[src/rtl/shift_pkg.sv]
// Shared types for the serial-to-parallel sequencer and the shift register it drives.
package shift_pkg;

  localparam int SHIFT_WIDTH = 8;

  typedef enum logic [1:0] {
    HOLD  = 2'd0,
    LOAD  = 2'd1,
    LEFT  = 2'd2,
    RIGHT = 2'd3
  } mode_t;

  typedef enum logic [1:0] {
    ST_IDLE  = 2'd0,
    ST_SHIFT = 2'd1,
    ST_FLUSH = 2'd2,
    ST_DONE  = 2'd3
  } seq_state_t;

endpackage

[src/rtl/shift_seq_if.sv]
// Bundle between the bit-stream source and shift_seq, plus the command side toward shift_reg.
interface shift_seq_if
  import shift_pkg::*;
#(
  parameter int WIDTH = SHIFT_WIDTH
);
  localparam int CW = $clog2(WIDTH + 1);

  // bit_valid_i is a one-way strobe with no backpressure: a bit is taken on any
  // edge where the sequencer is shifting, bit_valid_i is high and abort_i is low.
  logic          start_i;
  logic          bit_i;
  logic          bit_valid_i;
  logic          abort_i;
  logic          load_i;
  logic          D_o;
  mode_t         mode_o;
  logic          busy_o;
  logic          done_o;
  logic [CW-1:0] bit_cnt_o;
  seq_state_t    state_dbg;

  modport master (
    output start_i, bit_i, bit_valid_i, abort_i, load_i,
    input  D_o, mode_o, busy_o, done_o, bit_cnt_o, state_dbg
  );

  modport slave (
    input  start_i, bit_i, bit_valid_i, abort_i, load_i,
    output D_o, mode_o, busy_o, done_o, bit_cnt_o, state_dbg
  );

endinterface

[src/rtl/shift_seq.sv]
// Frames a strobed serial bit stream into WIDTH shift commands and pulses done_o
// in the cycle the downstream register holds the complete word.
module shift_seq
  import shift_pkg::*;
#(
  parameter int WIDTH     = SHIFT_WIDTH,
  parameter bit MSB_FIRST = 1'b1
) (
  input logic        clk,
  input logic        nrst,
  shift_seq_if.slave sif
);

  localparam int CW = $clog2(WIDTH + 1);

  localparam logic [1:0] S_IDLE  = 2'd0;
  localparam logic [1:0] S_SHIFT = 2'd1;
  localparam logic [1:0] S_FLUSH = 2'd2;
  localparam logic [1:0] S_DONE  = 2'd3;

  logic [1:0] state;
  logic       load_q;
  mode_t      shift_cmd;

  assign shift_cmd     = MSB_FIRST ? LEFT : RIGHT;
  assign sif.state_dbg = seq_state_t'(state);

  always_ff @(posedge clk or negedge nrst) begin
    if (!nrst) begin
      state         <= S_IDLE;
      load_q        <= 1'b0;
      sif.D_o       <= 1'b0;
      sif.mode_o    <= HOLD;
      sif.busy_o    <= 1'b0;
      sif.done_o    <= 1'b0;
      sif.bit_cnt_o <= '0;
    end else begin
      // load_q tracks load_i in every state so a level held across a frame never re-fires.
      load_q     <= sif.load_i;
      sif.mode_o <= HOLD;
      sif.done_o <= 1'b0;
      case (state)
        S_IDLE: begin
          if (sif.start_i) begin
            state         <= S_SHIFT;
            sif.busy_o    <= 1'b1;
            sif.bit_cnt_o <= '0;
          end else if (sif.load_i && !load_q) begin
            sif.mode_o <= LOAD;
          end
        end
        S_SHIFT: begin
          if (sif.abort_i) begin
            state      <= S_IDLE;
            sif.busy_o <= 1'b0;
          end else if (sif.bit_valid_i) begin
            sif.D_o       <= sif.bit_i;
            sif.mode_o    <= shift_cmd;
            sif.bit_cnt_o <= sif.bit_cnt_o + CW'(1);
            if (sif.bit_cnt_o == CW'(WIDTH - 1)) state <= S_FLUSH;
          end
        end
        S_FLUSH: begin
          // The last shift is being applied this cycle; P is complete next cycle.
          state      <= S_DONE;
          sif.done_o <= 1'b1;
        end
        S_DONE: begin
          state      <= S_IDLE;
          sif.busy_o <= 1'b0;
        end
        default: begin
          state      <= S_IDLE;
          sif.busy_o <= 1'b0;
        end
      endcase
    end
  end

endmodule

[src/flat_wrapper.sv]
// flat-port wrapper written by rule: the top's interface ports become plain ports
module shift_seq_flat import shift_pkg::*;
#(
  parameter int WIDTH     = SHIFT_WIDTH,
  parameter bit MSB_FIRST = 1'b1
)
  (clk, nrst, sif_start_i, sif_bit_i, sif_bit_valid_i, sif_abort_i, sif_load_i, sif_D_o, sif_mode_o, sif_busy_o, sif_done_o, sif_bit_cnt_o, sif_state_dbg);
  shift_seq_if #(.WIDTH(WIDTH)) sif_i ();
  input logic clk;
  input logic nrst;
  input wire logic [$bits(sif_i.start_i)-1:0] sif_start_i;
  input wire logic [$bits(sif_i.bit_i)-1:0] sif_bit_i;
  input wire logic [$bits(sif_i.bit_valid_i)-1:0] sif_bit_valid_i;
  input wire logic [$bits(sif_i.abort_i)-1:0] sif_abort_i;
  input wire logic [$bits(sif_i.load_i)-1:0] sif_load_i;
  output wire logic [$bits(sif_i.D_o)-1:0] sif_D_o;
  output wire logic [$bits(sif_i.mode_o)-1:0] sif_mode_o;
  output wire logic [$bits(sif_i.busy_o)-1:0] sif_busy_o;
  output wire logic [$bits(sif_i.done_o)-1:0] sif_done_o;
  output wire logic [$bits(sif_i.bit_cnt_o)-1:0] sif_bit_cnt_o;
  output wire logic [$bits(sif_i.state_dbg)-1:0] sif_state_dbg;
  assign sif_i.start_i = sif_start_i;
  assign sif_i.bit_i = sif_bit_i;
  assign sif_i.bit_valid_i = sif_bit_valid_i;
  assign sif_i.abort_i = sif_abort_i;
  assign sif_i.load_i = sif_load_i;
  assign sif_D_o = sif_i.D_o;
  assign sif_mode_o = sif_i.mode_o;
  assign sif_busy_o = sif_i.busy_o;
  assign sif_done_o = sif_i.done_o;
  assign sif_bit_cnt_o = sif_i.bit_cnt_o;
  assign sif_state_dbg = sif_i.state_dbg;
  shift_seq #(.WIDTH(WIDTH), .MSB_FIRST(MSB_FIRST)) u_core (.clk(clk), .nrst(nrst), .sif(sif_i));
endmodule
[config.mk]
export PLATFORM = sky130hd
export DESIGN_NAME = shift_seq_flat
export DESIGN_NICKNAME = d
export VERILOG_FILES = /design/src/rtl/shift_pkg.sv /design/src/rtl/shift_seq_if.sv /design/src/rtl/shift_seq.sv /design/src/flat_wrapper.sv
export SDC_FILE = /design/constraint.sdc
export NUM_CORES = 1
export LEC_CHECK = 0
export CORE_AREA = 2 2 39 41
export DETAILED_ROUTE_END_ITERATION = 8
export DIE_AREA = 0 0 41 43
export HOLD_SLACK_MARGIN = 0.05
export PLACE_DENSITY = 0.74
export REMOVE_ABC_BUFFERS = 1
export SLEW_MARGIN = 20
export SYNTH_ARGS = -nofsm -noshare
export SYNTH_HDL_FRONTEND = slang
export SYNTH_SLANG_ARGS = --single-unit
[constraint.sdc]
create_clock -name clk -period 1.55 [get_ports clk]
set_input_delay 0.2325 -clock clk [delete_from_list [all_inputs] [get_ports clk]]
set_output_delay 0.2325 -clock clk [all_outputs]
set_load 0.005 [all_outputs]
==> impl_metrics.yaml <==
outcome:
  outcome: "completed"
grt:
  grt_overflow: 0
  grt_pass1_vias: 416
  grt_pass1_wl_um: 1810
  grt_use_total_pct: 16.0
  grt_max_degree: 13
  antenna_found_initial: 0
critical_path:
  reg2reg_depth: 4
  crit_fanout: 8
  crit_cells: 1
  cp_slowest_cell: "clkdlybuf4s50_1"
  rr_endpoint: "u_core.sif.bit_cnt_o[2]"
  path_cells: "clkdlybuf4s50_1"
  r2r-start: "u_core.sif.bit_cnt_o[0]"
  critPathBufInv: 1
  startpoint_type: "register"
  cp.arrival_ns: 1.27
  crit_type: "register to primary output"
  reg2reg_slack_ns: 0.27
  end_kind: "primary output"
  path_delay_family: "buffers and inverters"
  worstPathRequired_ns: 1.32
  critPathMaxStageDelay_ns: 0.55
power_and_ir_drop:
  p_comb_share_pct: 18.1
  vdd_ir_drop_max_mv: 0.668
  p_sw_mw: 0.183
  seqPwrFrac_pct: 50.0
  powerDensity_mw_per_mm2: 970
  clkPwrFrac_pct: 31.9
  p_int_mw: 0.570
  swShare_pct: 24.3
  leakagePower_nw: 0.349
  finalPower_mw: 0.753
cells_and_area:
  final_common_cell: "clkdlybuf4s50_1"
  syn2layout_area_growth_pct: 44.2
  drive_above_1_share_pct: 19.4
  instances_no_fill: 83
  design_area_um2: 776
  postLayoutCoreUtil_pct: 56.1
  nNetsFinal: 76
  antennaDiodeCount: 0
  mostFrequentLayoutCells: "clkdlybuf4s50_1 (17), dfrtp_1 (9), nand2_1 (5)"
cts:
  cts_tree: "built"
  hold_buffers: 0
  cts-root-buf: "clkbuf_4"
  clk_pin_slew_ns: 0.08
  htreeDepth: 1
  clockBufferDepth: 2
  numCtsBuffers: 3
  clock-sinks: 12
  clock_latency_ns: 0.26
  cts_setup_buffers: 0
sta:
  worstMarginPinSlew_ns: 0.513
  fin_ws_ns: 0.0451
  finalSetupViolations: 0
  timing.fmax_ghz: 0.665
  slew_violations: 0
  rsz0062_at_grt: "false"
  hold_viol: 0
  fin_crit_sh_pct: 97.1
  max-slew-margin-rel_pct: 65.7
  skew_ns: 0.00594
  finalCriticalPeriod_ns: 1.50
  hold_ws_ns: 0.305
  tns_ns: 0
floorplan:
  dieArea_mm2: 0.00176
  coreArea_mm2: 0.00138
  ios: 18
  row_count: 14
  die_y_um: 43
  chipWidth_um: 41
  initial_core_util_pct: 38.9
drt:
  route.detailed.drc: 0
  routed_wl_um: 1160
  drt-pass1-iter-count: 4
  routedWlPerCell_um: 14.0
  vias: 432
  drt_iter0_markers: 3
  ant_nets: 0
  vias_per_cell: 5.20
logic_synthesis:
  synth_top_area_share_pct: 55.8
  ys_warn_count: 0
  ys_ff_latch: 12
  seq_area_frac_synth_pct: 55.8
  ys_types: 23
  synthCells: 45
  yosys-top-cells-area: "dfrtp_1 (56%), nand4bb_4 (5.1%), nand2_1 (3.5%), nand3_1 (2.8%), o21ai_0 (2.8%)"
  avgSynthCellArea_um2: 12.0
  yosys.area.top_type: "dfrtp_1"
  synth.cell_area_um2: 538
place:
  dpl.hpwl_um: 872
  port_buffers: 17
  placed_area_um2: 736
  gp_congestion: 0.772
  post-place-ws_ns: 0.0526
  post-place-cells: 79
run:
  max_cap_violations: 0
min_path:
  hp-class: "input pin to asynchronous set/reset pin"
[power groups by stage]
| stage | combinational (mW) | sequential (mW) | clock [mW] |
|---|---|---|---|
| final | 0.136 | 0.376 | 0.240 |
| after global placement | 0.133 | 0.379 | 0 |
| after CTS | 0.139 | 0.376 | 0.243 |
| after floorplan | 0.0438 | 0.377 | 0 |
| after detailed placement | 0.138 | 0.381 | 0 |
| after global routing | 0.153 | 0.379 | 0.269 |
[flip-flops by register name, indices dropped and copies added, names as in the netlist, named ones only]
| signal | cells |
|---|---|
| u_core.sif.state_dbg | 1 |
| u_core.sif.busy_o | 1 |
| u_core.sif.done_o | 1 |
| u_core.sif.mode_o | 2 |
| u_core.load_q | 1 |
| u_core.sif.bit_cnt_o | 4 |
| u_core.sif.D_o | 1 |
[metal layers]
layer | vias up | part of all wire, % | GRT usage [%]
met5 | - | 0 | 0
met4 | 0 | 1.8 | 8.00
met3 | 2 | 4.8 | 4.71
met2 | 14 | 51 | 24.7
met1 | 211 | 42 | 19.2
li1 | 205 | - | -
[kinds of logic (layout without fill, tap and decap cells)]
family,after synthesis,in the layout,share of synthesized area [%]
AOI/OAI and AO/OA,7,7,9.07
xor gates and xnor gates,1,1,1.63
buffers and inverters,4,26,3.02
DFF,12,12,55.8
adders and majority gates,1,1,2.33
muxes,1,1,1.86
and+or+nand+nor,19,19,26.3
[cell type report]
| class | count | area [um^2] |
|---|---|---|
| Clock buffer | 4 | 36.3 |
| Sequential cell | 12 | 304 |
| Inverter | 4 | 16.3 |
| Fill cell | 132 | 608 |
| Timing Repair Buffer | 18 | 178 |
| Tap cell | 16 | 20.0 |
| Multi-Input combinational cell | 29 | 221 |
[worst max path at each step]
stage,start,to,slack [ns]
6_report,u_core.sif.state_dbg[0],sif_state_dbg[0],0.05
5_1_grt,u_core.sif.state_dbg[0],sif_state_dbg[0],0.004
4_1_cts,u_core.sif.bit_cnt_o[2],sif_bit_cnt_o[2],0.03
3_5_place_dp,sif_start_i,u_core.sif.bit_cnt_o[0],0.05
3_3_place_gp,sif_abort_i,u_core.sif.bit_cnt_o[1],0.08
2_1_floorplan,u_core.sif.state_dbg[0],u_core.sif.bit_cnt_o[0],0.34
[synthesized netlist by cell type (all sizes together)]
| cell type | number |
|---|---|
| nand4bb | 1 |
| and4bb | 1 |
| mux2i | 1 |
| a21boi | 1 |
| or3b | 1 |
| nor2b | 1 |
| o21ai | 3 |
| ha | 1 |
| nand2 | 5 |
| inv | 3 |
| o2bb2ai | 1 |
| nand2b | 1 |
| nand4b | 1 |
| a41o | 1 |
| dfrtp | 12 |
| nand3b | 1 |
| nor4bb | 1 |
| nand3 | 3 |
| a22oi | 1 |
| nand4 | 1 |
| nor2 | 2 |
| clkinv | 1 |
| xnor2 | 1 |
[what timing repair did]
| item | in CTS | in global routing |
|---|---|---|
| setup endpoints to repair | 2 | 1 |
| endpoints found under the hold margin | 0 | 0 |
| gates resized for setup | 2 | 1 |
No activity file was read; power rests on OpenSTA's default activity.
